`config.mk`:
```
export PLATFORM = sky130hd
export DESIGN_NAME = lsu_mem_ctrl
export DESIGN_NICKNAME = d
export VERILOG_FILES = /design/src/rtl/npc_lsu_pkg.sv /design/src/rtl/lsu_align.sv /design/src/rtl/lsu_mem_ctrl.sv
export SDC_FILE = /design/constraint.sdc
export NUM_CORES = 1
export LEC_CHECK = 0
export CELL_PAD_IN_SITES_DETAIL_PLACEMENT = 1
export CELL_PAD_IN_SITES_GLOBAL_PLACEMENT = 1
export CORE_AREA = 10 10 146 148
export DETAILED_ROUTE_END_ITERATION = 16
export DIE_AREA = 0 0 156 158
export PLACE_DENSITY = 0.77
export SYNTH_ARGS = -nofsm -noshare
export SYNTH_HDL_FRONTEND = slang
export SYNTH_SLANG_ARGS = --single-unit
```
`constraint.sdc`:
```
create_clock -name clk -period 3.5 [get_ports clk]
set_input_delay 0.7 -clock clk [delete_from_list [all_inputs] [get_ports clk]]
set_output_delay 0.7 -clock clk [all_outputs]
set_load 0.1 [all_outputs]
```
`src/rtl/npc_lsu_pkg.sv`:
```
// -----------------------------------------------------------------------------
// npc_lsu_pkg
// Shared types and helpers for the NPC load/store path.
//   size_t  : access size encoding (byte/half/word/dword)
//   state_t : lsu_mem_ctrl FSM states
//   size_mask()    : byte-enable pattern for a size at a lane offset (8 lanes)
//   addr_aligned() : natural-alignment check of the low address bits
// -----------------------------------------------------------------------------
package npc_lsu_pkg;

  typedef enum logic [1:0] {
    SZ_B = 2'd0,
    SZ_H = 2'd1,
    SZ_W = 2'd2,
    SZ_D = 2'd3
  } size_t;

  typedef enum logic [1:0] {
    ST_IDLE  = 2'd0,
    ST_ISSUE = 2'd1,
    ST_WAIT  = 2'd2,
    ST_RESP  = 2'd3
  } state_t;

  // ((1 << (1 << size)) - 1) << off, computed over 8 lanes; callers keep the
  // low DATA_W/8 bits. For a dword, 1<<8 wraps to 0 and the -1 gives 8'hFF.
  function automatic logic [7:0] size_mask(input logic [1:0] size,
                                           input logic [2:0] off);
    logic [7:0] m;
    m = (8'd1 << (4'd1 << size)) - 8'd1;
    return m << off;
  endfunction

  // True when addr mod 2^size == 0. For size 3, (1<<3) wraps to 0 in three
  // bits, so the mask becomes 3'b111 as required.
  function automatic logic addr_aligned(input logic [2:0] addr_lo,
                                        input logic [1:0] size);
    logic [2:0] m;
    m = (3'd1 << size) - 3'd1;
    return (addr_lo & m) == 3'd0;
  endfunction

endpackage

```
`src/rtl/lsu_align.sv`:
```
// -----------------------------------------------------------------------------
// lsu_align
// Combinational lane alignment for stores and loads.
//   i_size     : access size (size_t encoding)
//   i_off      : byte offset of the access within the data bus
//   i_wdata    : right-aligned store data
//   i_rdata    : raw bus read data
//   i_unsigned : 1 = zero-extend load data, 0 = sign-extend
//   o_wmask    : byte enables for the store
//   o_wdata    : store data replicated across every lane of its size
//   o_rdata    : load data shifted down, truncated and extended to DATA_W
// -----------------------------------------------------------------------------
module lsu_align
  import npc_lsu_pkg::*;
#(
  parameter int DATA_W = 32
) (
  input  logic [1:0]                       i_size,
  input  logic [$clog2(DATA_W/8)-1:0]      i_off,
  input  logic [DATA_W-1:0]                i_wdata,
  input  logic [DATA_W-1:0]                i_rdata,
  input  logic                             i_unsigned,
  output logic [DATA_W/8-1:0]              o_wmask,
  output logic [DATA_W-1:0]                o_wdata,
  output logic [DATA_W-1:0]                o_rdata
);

  localparam int NB    = DATA_W / 8;
  localparam int IDX_W = $clog2(DATA_W);

  logic [7:0]        w_mask8;
  logic [DATA_W-1:0] w_shift;
  logic [DATA_W-1:0] w_low;
  logic [IDX_W-1:0]  w_sidx;
  logic              w_sign;

  always_comb begin
    w_mask8 = size_mask(i_size, 3'(i_off));
    o_wmask = w_mask8[NB-1:0];

    case (size_t'(i_size))
      SZ_B:    o_wdata = {NB{i_wdata[7:0]}};
      SZ_H:    o_wdata = {(NB/2){i_wdata[15:0]}};
      SZ_W:    o_wdata = {(NB/4){i_wdata[31:0]}};
      default: o_wdata = i_wdata;
    endcase

    // Bring the addressed bytes down to bit 0, then keep only the access
    // width and fill the rest with the sign bit (or zeros). A dword keeps
    // every bit, so extension never changes it.
    w_shift = i_rdata >> {i_off, 3'b000};
    case (size_t'(i_size))
      SZ_B: begin
        w_low  = DATA_W'(8'hFF);
        w_sidx = IDX_W'(7);
      end
      SZ_H: begin
        w_low  = DATA_W'(16'hFFFF);
        w_sidx = IDX_W'(15);
      end
      SZ_W: begin
        w_low  = DATA_W'(32'hFFFF_FFFF);
        w_sidx = IDX_W'(31);
      end
      default: begin
        w_low  = {DATA_W{1'b1}};
        w_sidx = IDX_W'(DATA_W - 1);
      end
    endcase
    w_sign  = !i_unsigned && w_shift[w_sidx];
    o_rdata = (w_shift & w_low) | ({DATA_W{w_sign}} & ~w_low);
  end

endmodule

```
`src/rtl/lsu_mem_ctrl.sv`:
```
// -----------------------------------------------------------------------------
// lsu_mem_ctrl
// Sequential load/store controller between the LSU stage and the memory bridge.
//   clk, rst_n        : clock (rising edge), asynchronous active-low reset
//   req_*             : core request channel (valid/ready)
//   rsp_*             : core response channel (valid/ready)
//   mem_req/mem_gnt   : memory request handshake; mem_we/addr/wdata/wmask
//                       are held while mem_req waits for mem_gnt
//   mem_rvalid/rdata  : memory read return, any latency
//   dbg_state         : current FSM state (state_t encoding)
//
// Handshakes: a transfer happens on a rising edge where valid && ready are
// both high. Once raised, req_ready/rsp_valid/mem_req and their payloads stay
// stable until that transfer. req_ready is only high in IDLE, so a response
// and a new request are never exchanged in the same cycle.
// -----------------------------------------------------------------------------
module lsu_mem_ctrl
  import npc_lsu_pkg::*;
#(
  parameter int ADDR_W  = 32,
  parameter int DATA_W  = 32,
  parameter int TIMEOUT = 255,
  parameter int CNT_W   = 8
) (
  input  logic                clk,
  input  logic                rst_n,
  input  logic                req_valid,
  output logic                req_ready,
  input  logic                req_we,
  input  logic [ADDR_W-1:0]   req_addr,
  input  logic [DATA_W-1:0]   req_wdata,
  input  logic [1:0]          req_size,
  input  logic                req_unsigned,
  output logic                rsp_valid,
  input  logic                rsp_ready,
  output logic [DATA_W-1:0]   rsp_rdata,
  output logic                rsp_err,
  output logic                mem_req,
  input  logic                mem_gnt,
  output logic                mem_we,
  output logic [ADDR_W-1:0]   mem_addr,
  output logic [DATA_W-1:0]   mem_wdata,
  output logic [DATA_W/8-1:0] mem_wmask,
  input  logic                mem_rvalid,
  input  logic [DATA_W-1:0]   mem_rdata,
  output logic [1:0]          dbg_state
);

  localparam int NB    = DATA_W / 8;
  localparam int OFF_W = $clog2(NB);
  localparam logic [CNT_W-1:0] TO_LAST = CNT_W'(TIMEOUT - 1);

  state_t              r_state, w_next;
  logic                r_ready;
  logic                r_we;
  logic [ADDR_W-1:0]   r_addr;
  logic [DATA_W-1:0]   r_wdata;
  logic [NB-1:0]       r_wmask;
  logic [1:0]          r_size;
  logic [OFF_W-1:0]    r_off;
  logic                r_unsigned;
  logic [DATA_W-1:0]   r_rdata;
  logic                r_err;
  logic [CNT_W-1:0]    r_cnt;

  logic                w_accept;
  logic                w_bad;
  logic                w_to;
  logic [1:0]          w_al_size;
  logic [OFF_W-1:0]    w_al_off;
  logic [NB-1:0]       w_al_wmask;
  logic [DATA_W-1:0]   w_al_wdata;
  logic [DATA_W-1:0]   w_al_rdata;

  // Misaligned, or dword on a 32-bit bus.
  assign w_bad = !addr_aligned(req_addr[2:0], req_size) ||
                 ((size_t'(req_size) == SZ_D) && (DATA_W != 64));

  assign w_to = (TIMEOUT != 0) && (r_cnt == TO_LAST);

  // One aligner serves both directions: in IDLE it sees the incoming store
  // fields (results captured on accept); in WAIT it sees the registered
  // size/offset against the returning bus data.
  assign w_al_size = (r_state == ST_IDLE) ? req_size : r_size;
  assign w_al_off  = (r_state == ST_IDLE) ? req_addr[OFF_W-1:0] : r_off;

  lsu_align #(.DATA_W(DATA_W)) u_align (
    .i_size     (w_al_size),
    .i_off      (w_al_off),
    .i_wdata    (req_wdata),
    .i_rdata    (mem_rdata),
    .i_unsigned (r_unsigned),
    .o_wmask    (w_al_wmask),
    .o_wdata    (w_al_wdata),
    .o_rdata    (w_al_rdata)
  );

  always_ff @(posedge clk or negedge rst_n) begin
    if (!rst_n) r_state <= ST_IDLE;
    else        r_state <= w_next;
  end

  always_comb begin
    w_next   = r_state;
    w_accept = 1'b0;
    case (r_state)
      ST_IDLE: begin
        if (req_valid && r_ready) begin
          w_accept = 1'b1;
          w_next   = w_bad ? ST_RESP : ST_ISSUE;
        end
      end
      ST_ISSUE: if (mem_gnt) w_next = r_we ? ST_RESP : ST_WAIT;
      ST_WAIT:  if (mem_rvalid || w_to) w_next = ST_RESP;
      ST_RESP:  if (rsp_ready) w_next = ST_IDLE;
      default:  w_next = ST_IDLE;
    endcase
  end

  always_ff @(posedge clk or negedge rst_n) begin
    if (!rst_n) begin
      r_ready    <= 1'b0;
      r_we       <= 1'b0;
      r_addr     <= '0;
      r_wdata    <= '0;
      r_wmask    <= '0;
      r_size     <= '0;
      r_off      <= '0;
      r_unsigned <= 1'b0;
      r_rdata    <= '0;
      r_err      <= 1'b0;
      r_cnt      <= '0;
    end else begin
      // Registered so req_ready stays low through reset and rises on the
      // first edge after release; it is high exactly while in IDLE afterwards.
      r_ready <= (w_next == ST_IDLE);
      case (r_state)
        ST_IDLE: begin
          if (w_accept) begin
            r_size     <= req_size;
            r_off      <= req_addr[OFF_W-1:0];
            r_unsigned <= req_unsigned;
            r_rdata    <= '0;
            r_err      <= w_bad;
            if (!w_bad) begin
              r_we    <= req_we;
              r_addr  <= {req_addr[ADDR_W-1:OFF_W], OFF_W'(0)};
              r_wdata <= w_al_wdata;
              r_wmask <= w_al_wmask;
            end
          end
        end
        ST_ISSUE: begin
          if (mem_gnt) begin
            r_cnt   <= '0;
            r_rdata <= '0;
            r_err   <= 1'b0;
          end
        end
        ST_WAIT: begin
          if (mem_rvalid) begin
            r_rdata <= w_al_rdata;
            r_err   <= 1'b0;
          end else if (w_to) begin
            r_rdata <= '0;
            r_err   <= 1'b1;
          end else begin
            r_cnt <= r_cnt + CNT_W'(1);
          end
        end
        default: ;
      endcase
    end
  end

  assign req_ready = r_ready;
  assign rsp_valid = (r_state == ST_RESP);
  assign rsp_rdata = r_rdata;
  assign rsp_err   = r_err;
  assign mem_req   = (r_state == ST_ISSUE);
  assign mem_we    = r_we;
  assign mem_addr  = r_addr;
  assign mem_wdata = r_wdata;
  assign mem_wmask = r_wmask;
  assign dbg_state = r_state;

endmodule

```
* After elaboration in Yosys (flattened, before gate mapping)
Cells that the tools add are included.
** Storage, ports and cells
- Flip-flop bits (word level) :: 116
- Input bits :: 106
- Output and inout bits :: 107
- Logic and storage cells :: 84
** Operators by class
- Add/subtract/negate cells :: 3
- Magnitude comparators :: 1
- Eq/ne operators :: 11
- Shift operators :: 5
- Mux-type cells :: 30
- Bitwise operators :: 6
- Reductions and logical operators :: 16
** Operators with widths (number)
- 32-bit 2-to-1 mux :: 4
- 32-bit one-hot mux with 2 select lines :: 2
- 32-bit one-hot mux with 3 select lines :: 1
- 32-bit AND :: 2
- 32-bit NOT :: 1
- 32-bit OR :: 1
- 32-bit by 5-bit right shift with 32-bit output :: 1
- 8-bit 2-to-1 mux :: 3
- 8-bit one-hot mux with 2 select lines :: 1
- 2-bit 2-to-1 mux :: 7
- 5-bit one-hot mux with 2 select lines :: 1
- 8-bit by 1-bit adder with 8-bit output, second input constant :: 1
- 8-bit == test, second input constant :: 1
- 1-bit 2-to-1 mux :: 8
- 2-bit one-hot mux with 4 select lines :: 1
- 4-bit AND reduction :: 2
- 1-bit by 4-bit << shifter with 8-bit output, first input constant :: 1
- 8-bit by 2-bit << shifter with 4-bit output :: 1
- 8-bit by 1-bit subtractor with 8-bit output, second input constant :: 1
- 2-bit == test, second input constant :: 3
- 2-bit zero test :: 3
- 5-bit by 6-bit < comparator with 1-bit output, second input constant :: 1
- 2-bit != test, second input constant :: 3
- 1-bit binary-select mux with 5-bit select :: 1
- other kinds (17) :: 21

* Longest topological paths before layout
Gate-level depths: netlist of the first run.
- Depth in word-level cells :: 11
- Depth in mapped cells :: 10
- Depth with buffers taken out :: 7

* By module
A second synthesis of the first run with hierarchy kept.
** Second synthesis, totals
- Cells, all modules :: 532
- Area, all modules :: 6427.4 µm²
** By module, submodules not included
- lsu_mem_ctrl :: times used 1, cells an instance 353, area an instance 5097.4 µm², seq. area each 2902.8 µm²
- lsu_align :: times used 1, cells an instance 179, area an instance 1330.0 µm², seq. area each 0.0 µm²

* Least setup slack after synthesis of the first run
Ideal clock, no wire load.
- Path type :: reg2reg
- Start point :: reg r_state[1] (netlist: dbg_state[1])
- End point :: reg r_rdata[23] (netlist: rsp_rdata[23])
- Library setup time :: 0.081 ns
- Data arrival time :: 3.072 ns
- Data required time :: 3.419 ns
- Path slack :: 0.346 ns
- Cell stages (with the launch flop) :: 9
- Buffers on the path :: 1
- Clock period less this slack :: 3.154 ns
- Path through :: dfrtp_1 > inv_1 > ha_1 > nor2b_1 > a2111oi_2 > nor2b_1 > nand4_2 > buf_6 > o211ai_2
** Between the ends
- Elaborated cells between the ends (all ways) :: 25
- Those cells by class :: 6 x eq/ne; 1 x shift; 9 x mux; 4 x bitwise; 5 x reduce/logical
** RTL lines
- start: declaration :: RTL line lsu_mem_ctrl.sv:53 : state_t r_state, w_next;
- start signal: assignment :: RTL line lsu_mem_ctrl.sv:100 : else r_state <= w_next;
- 2-bit by 1-bit == test with 1-bit output (*)
- via mem_req :: RTL line lsu_mem_ctrl.sv:38 : output logic mem_req,
- 2-bit by 1-bit != test with 1-bit output (no source line) or 3-bit nonzero test (tied branches)
- 4-bit AND reduction (no source line)
- end signal: assignment :: RTL line lsu_mem_ctrl.sv:162 : r_rdata <= w_al_rdata;
- end: declaration :: RTL line lsu_mem_ctrl.sv:62 : logic [DATA_W-1:0] r_rdata;
The timed path passes the listed nets; every way through them passes the cells marked *. The select of a mux whose other input is x is not followed.
A chain may end at the register's enable or synchronous reset.

* Final worst setup path of the first run
- Start point :: reg r_state[0] (netlist: dbg_state[0])
- End point :: reg r_addr[27] (netlist: mem_addr[27])
** Between the ends
- Longest elaborated chain between the ends :: 3
** Ends and longest elaborated chain
- 2-bit zero test (*) :: RTL line lsu_mem_ctrl.sv:106, lsu_mem_ctrl.sv:137
- 1-bit 2-to-1 mux :: RTL line lsu_mem_ctrl.sv:106 : case (r_state)
- 3-bit AND reduction (no source line) (*)
- end signal: assignment :: RTL line lsu_mem_ctrl.sv:147 : r_addr <= {req_addr[ADDR_W-1:OFF_W], OFF_W'(0)};
- end: declaration :: RTL line lsu_mem_ctrl.sv:56 : logic [ADDR_W-1:0] r_addr;
Mark *: on every way between the ends. The rest lies on a longest branch, timed or not.

==> metrics, run 1 <==
outcome finished clean; cell chosen for the clock root clkbuf_16; CTS sink count between 100 and 150; Yosys top cell area share 51.4%; part of the Yosys area used for sequential elements 51.4%; Max-Slew Margin vs Limit 32.0%; type of the worst setup path reg2reg; Hold Path Class in2async; Post-Route WL 20500 um; endpoint kind of the worst setup timing path register; vertical die dimension 158 um; TritonCTS Buffers 17; slowest cell on the critical path ha_1; final worst path period share 83.3%; category of cells accounting for the largest share of critical-path delay buffers and inverters; fraction of final layout cells with drive strength greater than 1 18.3%; Resized cells post-CTS 0; DR vias/cell 5.12; highest fanout seen on the critical path 94; count of distinct cell types in the synthesized netlist 51; Yosys Warn Count 0; clock transition at the register clock pins on the worst setup and hold paths after CTS 60 ps; Synth Instances 518; number of antenna violations at the first check in global routing 1; number of pins exceeding their max-slew limit in the final report 0; I/O pins 213; number of antenna-violating nets in the routed design 0; dominant synthesized flop cell dfrtp_1; global-route wire length before repair 31800 um; count of final hold-check violations 0; library cell occupying the most area in the post-synthesis netlist dfrtp_1; commonest cells after routing, fill and taps aside clkdlybuf4s50_1, dfrtp_1, nand2_1, nor2_1, mux2_2; antenna cells 0; fillers 1972; Horiz. Die Dim 156 um; count of buffers added by post-CTS timing repair for setup 0; placeable core area 0.0185 mm^2; count of max-cap constraint violations 0; Slew @ Worst Pin around 1000 ps; first drt pass iteration count 4; Final Critical Period approximately 3000 ps; depth of the CTS H-tree 4; maximum number of pins on one net before global-route repair 95; FFs w/ async S/R, synth 100%; total vias in the final route a little under 5k; count of flip-flops with a built-in enable after synthesis 0; worst path arrival time 3200 ps; setup violators final 0; accumulated negative setup slack 0 ps; largest cells by area after synthesis dfrtp_1, mux2_2, nand2_1, mux2i_1, nor2_1; buffers and inverters on the worst path 3; cells along the critical path inv_1, ha_1, buf_4, nand3_1, nor2b_4, buf_12, mux2_1; kind of start point of the critical path register; vias in the first global route 5612; number of hold-repair buffers added at the cts stage 0; achievable clock frequency 343 MHz; DR iter-0 viols 293; R2R Setup Slk around 600 ps; standard-cell rows 50; hpwl dp 15600 um; sum of overflow across all layers after global routing 0; total routing usage reported by global routing 16.5%; worst skew pair latency 420 ps; mean instance size in the synthesized netlist 10.9 um^2; flip-flop and latch count after synthesis 116; leading cell type in the layout, fill and taps excluded clkdlybuf4s50_1; final setup skew roughly 7.5 ps; CTS tree built; clock tree buffer depth 2; Final #Nets 836; global placer's final weighted congestion 0.876; effective utilization at floorplan 30.6%; area overhead of the layout relative to synthesis 50.5%; post-synth design cell area 0.00565 mm^2; residual DRC count 0; Routed WL per cell 21.1 um; die area between 0.02 and 0.025 mm^2; CP Data Required Time 3790 ps; largest stage delay on the critical path 510 ps; Port Buf Inserts 210; setup repair after global routing missed its margin false
per-layer routing:
metal	part of all wire, %	track usage, %	vias to the layer above
met2	49	27.2	153
met5	0.034	0	-
met3	6.8	5.24	42
met4	3.3	8.27	2
met1	41	18.9	2482
li1	-	-	2292
stage by stage:
stage / area, um^2 / hold WS (ps) / utilization, % / worst slack (ps) / instances
4_1_cts: 8500 / 223 / 46.1 / 618 / 971
3_5_place_dp: 7890 / 486 / 42.7 / 537 / 939
2_1_floorplan: 5650 / 404 / - / 346 / 519
5_1_grt: 8500 / 235 / 46.1 / 352 / 971
3_3_place_gp: 7890 / 467 / 42.7 / 651 / 939
6_report: 8500 / 220 / 46.1 / 586 / 971
sequential cells by signal, summed over array words and instances (netlist names):
register	flops
mem_we	1
r_size	2
r_unsigned	1
r_off	2
r_cnt	8
mem_wdata	32
dbg_state	2
rsp_rdata	32
req_ready	1
mem_addr	30
mem_wmask	4
rsp_err	1
layout make-up:
type | count | area [um^2] | area share, %
inverter | 5 | 18.8 | 0.221
sequential | 116 | 2900 | 34.1
timing repair buffer | 221 | 2120 | 25.0
tap | 234 | 293 | 3.44
clock buffer | 20 | 457 | 5.37
multi-input combinational | 363 | 2550 | 30.0
clock inverter | 12 | 155 | 1.83
Yosys cell counts, types with 5 or more instances:
master,n
dfrtp_1,116
nand2_1,87
mux2_2,44
nor2_1,44
a21oi_1,22
mux2i_1,20
a31oi_1,18
buf_2,16
nand3_1,12
a22o_1,9
a22oi_1,9
o21ai_0,9
a32o_1,8
buf_4,8
o211ai_1,8
a222oi_1,7
clkbuf_1,7
ha_1,6
inv_1,5
xnor2_1,5
worst paths after layout:
| path | from | to | cells past startpoint |
|---|---|---|---|
| worst max-delay path | dbg_state[0]$_DFF_PN0_ | mem_addr[27]$_DFFE_PN0P_ | 7 |
| worst min-delay path | rst_n | rsp_err$_DFFE_PN0P_ | 1 |
| worst max register to register | dbg_state[0]$_DFF_PN0_ | mem_addr[27]$_DFFE_PN0P_ | 7 |
| worst min register to register | mem_addr[30]$_DFFE_PN0P_ | mem_addr[30]$_DFFE_PN0P_ | 1 |
| max in group asynchronous | rst_n | r_cnt[2]$_DFFE_PN0P_ | 2 |
| min in group clk | mem_addr[30]$_DFFE_PN0P_ | mem_addr[30]$_DFFE_PN0P_ | 1 |
worst register-to-register path, stage by stage (launching register included):
cell,delay (ps)
dfrtp_1,450
inv_1,140
ha_1,510
buf_4,340
nand3_1,320
nor2b_4,220
buf_12,360
mux2_1,460
cells by family after synthesis:
logic type / Yosys count / synth area share [%]
AND/OR/NAND/NOR: 161 / 12.1
AO/OA/AOI/OAI: 118 / 16.2
flip-flops: 116 / 51.4
multiplexers: 71 / 14.2
buffers and inverters: 40 / 3.94
adder cells (fa/ha/maj): 6 / 1.33
XOR/XNOR: 5 / 0.775
other: 1 / 0.0664
Power of run 1 is left out: the tool's default activity adds up to more than one toggle a clock period on the data nets, which glitch-free logic cannot reach.
==> inputs of run 2 (changes only) <==
CORE_AREA = 10 10 149 151   (was 10 10 146 148)
DIE_AREA = 0 0 159 161   (was 0 0 156 158)
clock period = 2.4 ns   (was 3.5 ns; I/O delays follow)
==> metrics, run 2 (same netlist as run 1, synthesis figures left out) <==
standard-cell rows 51; Reg-to-Reg Start dbg_state[0]$_DFF_PN0_; R2R Setup Slk 140 ps; worst reg2reg endpoint rsp_rdata[20]$_DFFE_PN0P_; number of hold-repair buffers added at the cts stage 0; number of pins exceeding their max-slew limit in the final report 0; cell chosen for the clock root clkbuf_16; highest fanout seen on the critical path 16; Port Buf Inserts 210; fraction of final layout cells with drive strength greater than 1 32.9%; clock transition at the register clock pins on the worst setup and hold paths after CTS 60 ps; die area 0.0256 mm^2; count of max-cap constraint violations 0; Hold Path Class in2async; CTS tree built; sum of overflow across all layers after global routing 0; maximum number of pins on one net before global-route repair 51; number of antenna violations at the first check in global routing 1; DR vias/cell 4.93; total routing usage reported by global routing 16.1%; Post-Route WL 21000 um; total vias in the final route 5108; achievable clock frequency 442 MHz; hpwl dp 16500 um; first drt pass iteration count 5; total non-filler cell area in the finished layout 0.00872 mm^2; commonest cells after routing, fill and taps aside buf_4, dfrtp_1, clkdlybuf4s50_1, nand2_1, mux2_2; area overhead of the layout relative to synthesis 54.4%; DR iter-0 viols 246; DP Area approximately 0.0081 mm^2; residual DRC count 0; Horiz. Die Dim around 160 um; global-route wire length before repair ~33000 um; final worst path period share 94.3%; effective utilization at floorplan approximately 30%; depth of the CTS H-tree 4; CTS sink count around 120; TritonCTS Buffers 17; vertical die dimension about 160 um; outcome finished clean; type of the worst setup path reg2reg; I/O pins approximately 210; Max-Slew Margin vs Limit about three fifths; vias in the first global route 5901; worst skew pair latency ~410 ps; kind of start point of the critical path register; worst path arrival time between 2000 and 3000 ps; Worst setup startpoint dbg_state[0]$_DFF_PN0_; global placer's final weighted congestion 0.848; leading cell type in the layout, fill and taps excluded buf_4; Final #Nets 870; clock tree buffer depth 2; final setup skew roughly 9 ps; Final Critical Period 2260 ps; endpoint kind of the worst setup timing path register; Routed WL per cell 20.3 um; number of antenna-violating nets in the routed design 0; CP Data Required Time 2730 ps; worst-case reg-to-reg path depth 9; setup repair after global routing missed its margin false; setup violators final 0; count of final hold-check violations 0; Slew @ Worst Pin 596 ps; placeable core area 0.0192 mm^2
[run 2: stage by stage]
step                      setup slack [ps]  hold WS (ps)  cells  setup TNS (ps)  utilization [%]
final                                  138          67.8   1036               0             45.4
after global placement               -15.6           470   1004           -17.1             42.1
after CTS                             67.0          79.7   1035               0             45.3
after floorplan                       23.2           184    519               0                -
after global routing                  35.4           112   1036               0             45.4
after detailed placement              -114           484   1004           -1460             42.1
[run 2: how the worst max path moves through the flow]
stage / to / slack [ps]
after floorplan: mem_addr[27]$_DFFE_PN0P_ / 20
after global placement: rsp_rdata[15]$_DFFE_PN0P_ / -20
after detailed placement: rsp_rdata[13]$_DFFE_PN0P_ / -110
after CTS: rsp_rdata[17]$_DFFE_PN0P_ / 70
after global routing: rsp_rdata[18]$_DFFE_PN0P_ / 40
final: rsp_rdata[20]$_DFFE_PN0P_ / 140
[run 2: metal layers]
layer  global-route usage, %  part of all wire [%]  vias up  routed length, um
met5                       0                     0        -                  0
met1                    18.1                    40     2555               8450
met2                    27.9                    51      159              10800
met4                    7.50                   3.4        0                716
li1                        -                     -     2355                  -
met3                    4.35                   5.0       39               1060
[run 2: what timing repair did]
action | in CTS | in global routing
setup buffers | 0 | 0
cloned | 0 | 0
gates resized for setup | 4 | 2
endpoints found under the setup margin | 23 | 10
[run 2: worst max-delay path: stages, from the launching register on]
cell	delay, ps
dfrtp_4	470
inv_2	110
ha_4	200
buf_12	160
mux2_2	430
and2_1	180
a22oi_2	180
nand4_2	160
buf_12	200
o211ai_1	80
[run 2: cell type report]
type | count | area (um^2)
diodes | 1 | 2.50
clock buffers | 22 | 484
clock inverters | 9 | 103
fillers | 2078 | 10500
inverters | 5 | 18.8
multi-input cells | 363 | 2610
flip-flops and latches | 116 | 2910
well taps | 265 | 332
repair buffers | 255 | 2260
Power of run 2 is left out for the same reason.
==> inputs of run 3 (changes only) <==
CTS_BUF_LIST = sky130_fd_sc_hd__clkbuf_8 sky130_fd_sc_hd__clkbuf_16   (was unset)
==> metrics, run 3 (same netlist as run 1, synthesis figures left out) <==
Port Buf Inserts 210; hpwl dp 16500 um; cell chosen for the clock root clkbuf_16; cell count after placement 1004; cell repeated most along the worst path buf_12; I/O pins 213; number of pins exceeding their max-slew limit in the final report 0; count of max-cap constraint violations 0; fillers 2078; sum of overflow across all layers after global routing 0; clock tree buffer depth 2; count of buffers added by post-CTS timing repair for setup 0; vertical die dimension approximately 160 um; TritonCTS Buffers 17; Worst setup startpoint dbg_state[0]$_DFF_PN0_; number of antenna-violating nets in the routed design 0; area overhead of the layout relative to synthesis 54.4%; clock transition at the register clock pins on the worst setup and hold paths after CTS 60 ps; end-of-flow core utilization 45.4%; DR vias/cell 4.93; slowest cell on the critical path dfrtp_4; slack of the critical path ~140 ps; placeable core area 0.0192 mm^2; buffers and inverters on the worst path 3; depth of the CTS H-tree 4; DR iter-0 viols roughly 250; Final Critical Period 2260 ps; Hold Path Class in2async; fraction of final layout cells with drive strength greater than 1 32.9%; DP Area ~0.0081 mm^2; number of antenna violations at the first check in global routing 1; outcome finished clean; cells along the critical path inv_2, ha_4, buf_12, mux2_2, and2_1, a22oi_2, nand4_2, buf_12, o211ai_1; non-filler instance count after layout 1036; worst-case reg-to-reg path depth 9; global placer's final weighted congestion ~0.85; Reg-to-Reg Start dbg_state[0]$_DFF_PN0_; critical path capture point rsp_rdata[20]$_DFFE_PN0P_; effective utilization at floorplan 29.4%; largest stage delay on the critical path 470 ps; achievable clock frequency between 400 and 500 MHz; CP Data Required Time 2730 ps; Slew @ Worst Pin 596 ps; residual DRC count 0; total non-filler cell area in the finished layout between 0.008 and 0.009 mm^2; CTS sink count 116; CP Depth 9; Max-Slew Margin vs Limit 60.3%; Horiz. Die Dim 159 um; vias in the first global route 5901; maximum number of pins on one net before global-route repair slightly above 50; global-route wire length before repair 32900 um; final worst path period share 94.3%; worst reg2reg endpoint rsp_rdata[20]$_DFFE_PN0P_; Final #Nets 870; Routed WL per cell 20.3 um; total vias in the final route 5108; worst-case setup slack after placement -114 ps; category of cells accounting for the largest share of critical-path delay buffers and inverters; CTS tree built; R2R Setup Slk 140 ps; kind of start point of the critical path register; commonest cells after routing, fill and taps aside buf_4, dfrtp_1, clkdlybuf4s50_1, nand2_1, mux2_2; die area 0.0256 mm^2; number of hold-repair buffers added at the cts stage 0; worst skew pair latency 410 ps; Post-Route WL between 20000 and 25000 um; worst path arrival time 2590 ps; setup violators final 0; standard-cell rows 51; total routing usage reported by global routing roughly 16%; type of the worst setup path reg2reg; leading cell type in the layout, fill and taps excluded buf_4; highest fanout seen on the critical path 16; first drt pass iteration count 5; Resized cells post-CTS 4; final setup skew 8.74 ps; endpoint kind of the worst setup timing path register; count of final hold-check violations 0; setup repair after global routing missed its margin false
-- run 3: cell count changes in the layout (fill, tap and decap cells not counted) --
| cell | previous run | this run |
|---|---|---|
| clkbuf_1 | 1 | 0 |
| inv_1 | 3 | 4 |
-- run 3: through the flow --
step / hold slack, ps / TNS (ps)
6_report: 67.8 / 0
5_1_grt: 112 / 0
4_1_cts: 79.7 / 0
3_5_place_dp: 484 / -1460
3_3_place_gp: 470 / -17.1
2_1_floorplan: 184 / 0
-- run 3: final cells by class --
| cell class | count | area (um^2) | area share [%] |
|---|---|---|---|
| Sequential cell | 116 | 2910 | 33.4 |
| Tap cell | 265 | 332 | 3.80 |
| Timing Repair Buffer | 255 | 2260 | 25.9 |
| Clock buffer | 21 | 480 | 5.51 |
| Clock inverter | 10 | 106 | 1.22 |
| Multi-Input combinational cell | 363 | 2610 | 29.9 |
| Antenna cell | 1 | 2.50 | 0.0287 |
| Inverter | 5 | 18.8 | 0.215 |
-- run 3: how the worst min path moves through the flow --
stage               slack (ps)                  endpoint                     start  depth (start not counted)
floorplan                  180  mem_addr[10]$_DFFE_PN0P_                     rst_n                          0
global placement           470  mem_addr[30]$_DFFE_PN0P_  mem_addr[30]$_DFFE_PN0P_                          1
detailed placement         480  mem_addr[29]$_DFFE_PN0P_  mem_addr[29]$_DFFE_PN0P_                          1
CTS                         80      r_cnt[3]$_DFFE_PN0P_                     rst_n                          1
global route               110      r_cnt[5]$_DFFE_PN0P_                     rst_n                          1
finish                      70      r_cnt[4]$_DFFE_PN0P_                     rst_n                          1
-- run 3: per-layer routing --
metal / up-vias / GRT usage, % / part of all wire (%)
met5: - / 0 / 0
met4: 0 / 7.50 / 3.4
met3: 39 / 4.35 / 5.0
met2: 159 / 27.9 / 51
met1: 2555 / 18.1 / 40
li1: 2355 / - / -
Power of run 3 is left out for the same reason.
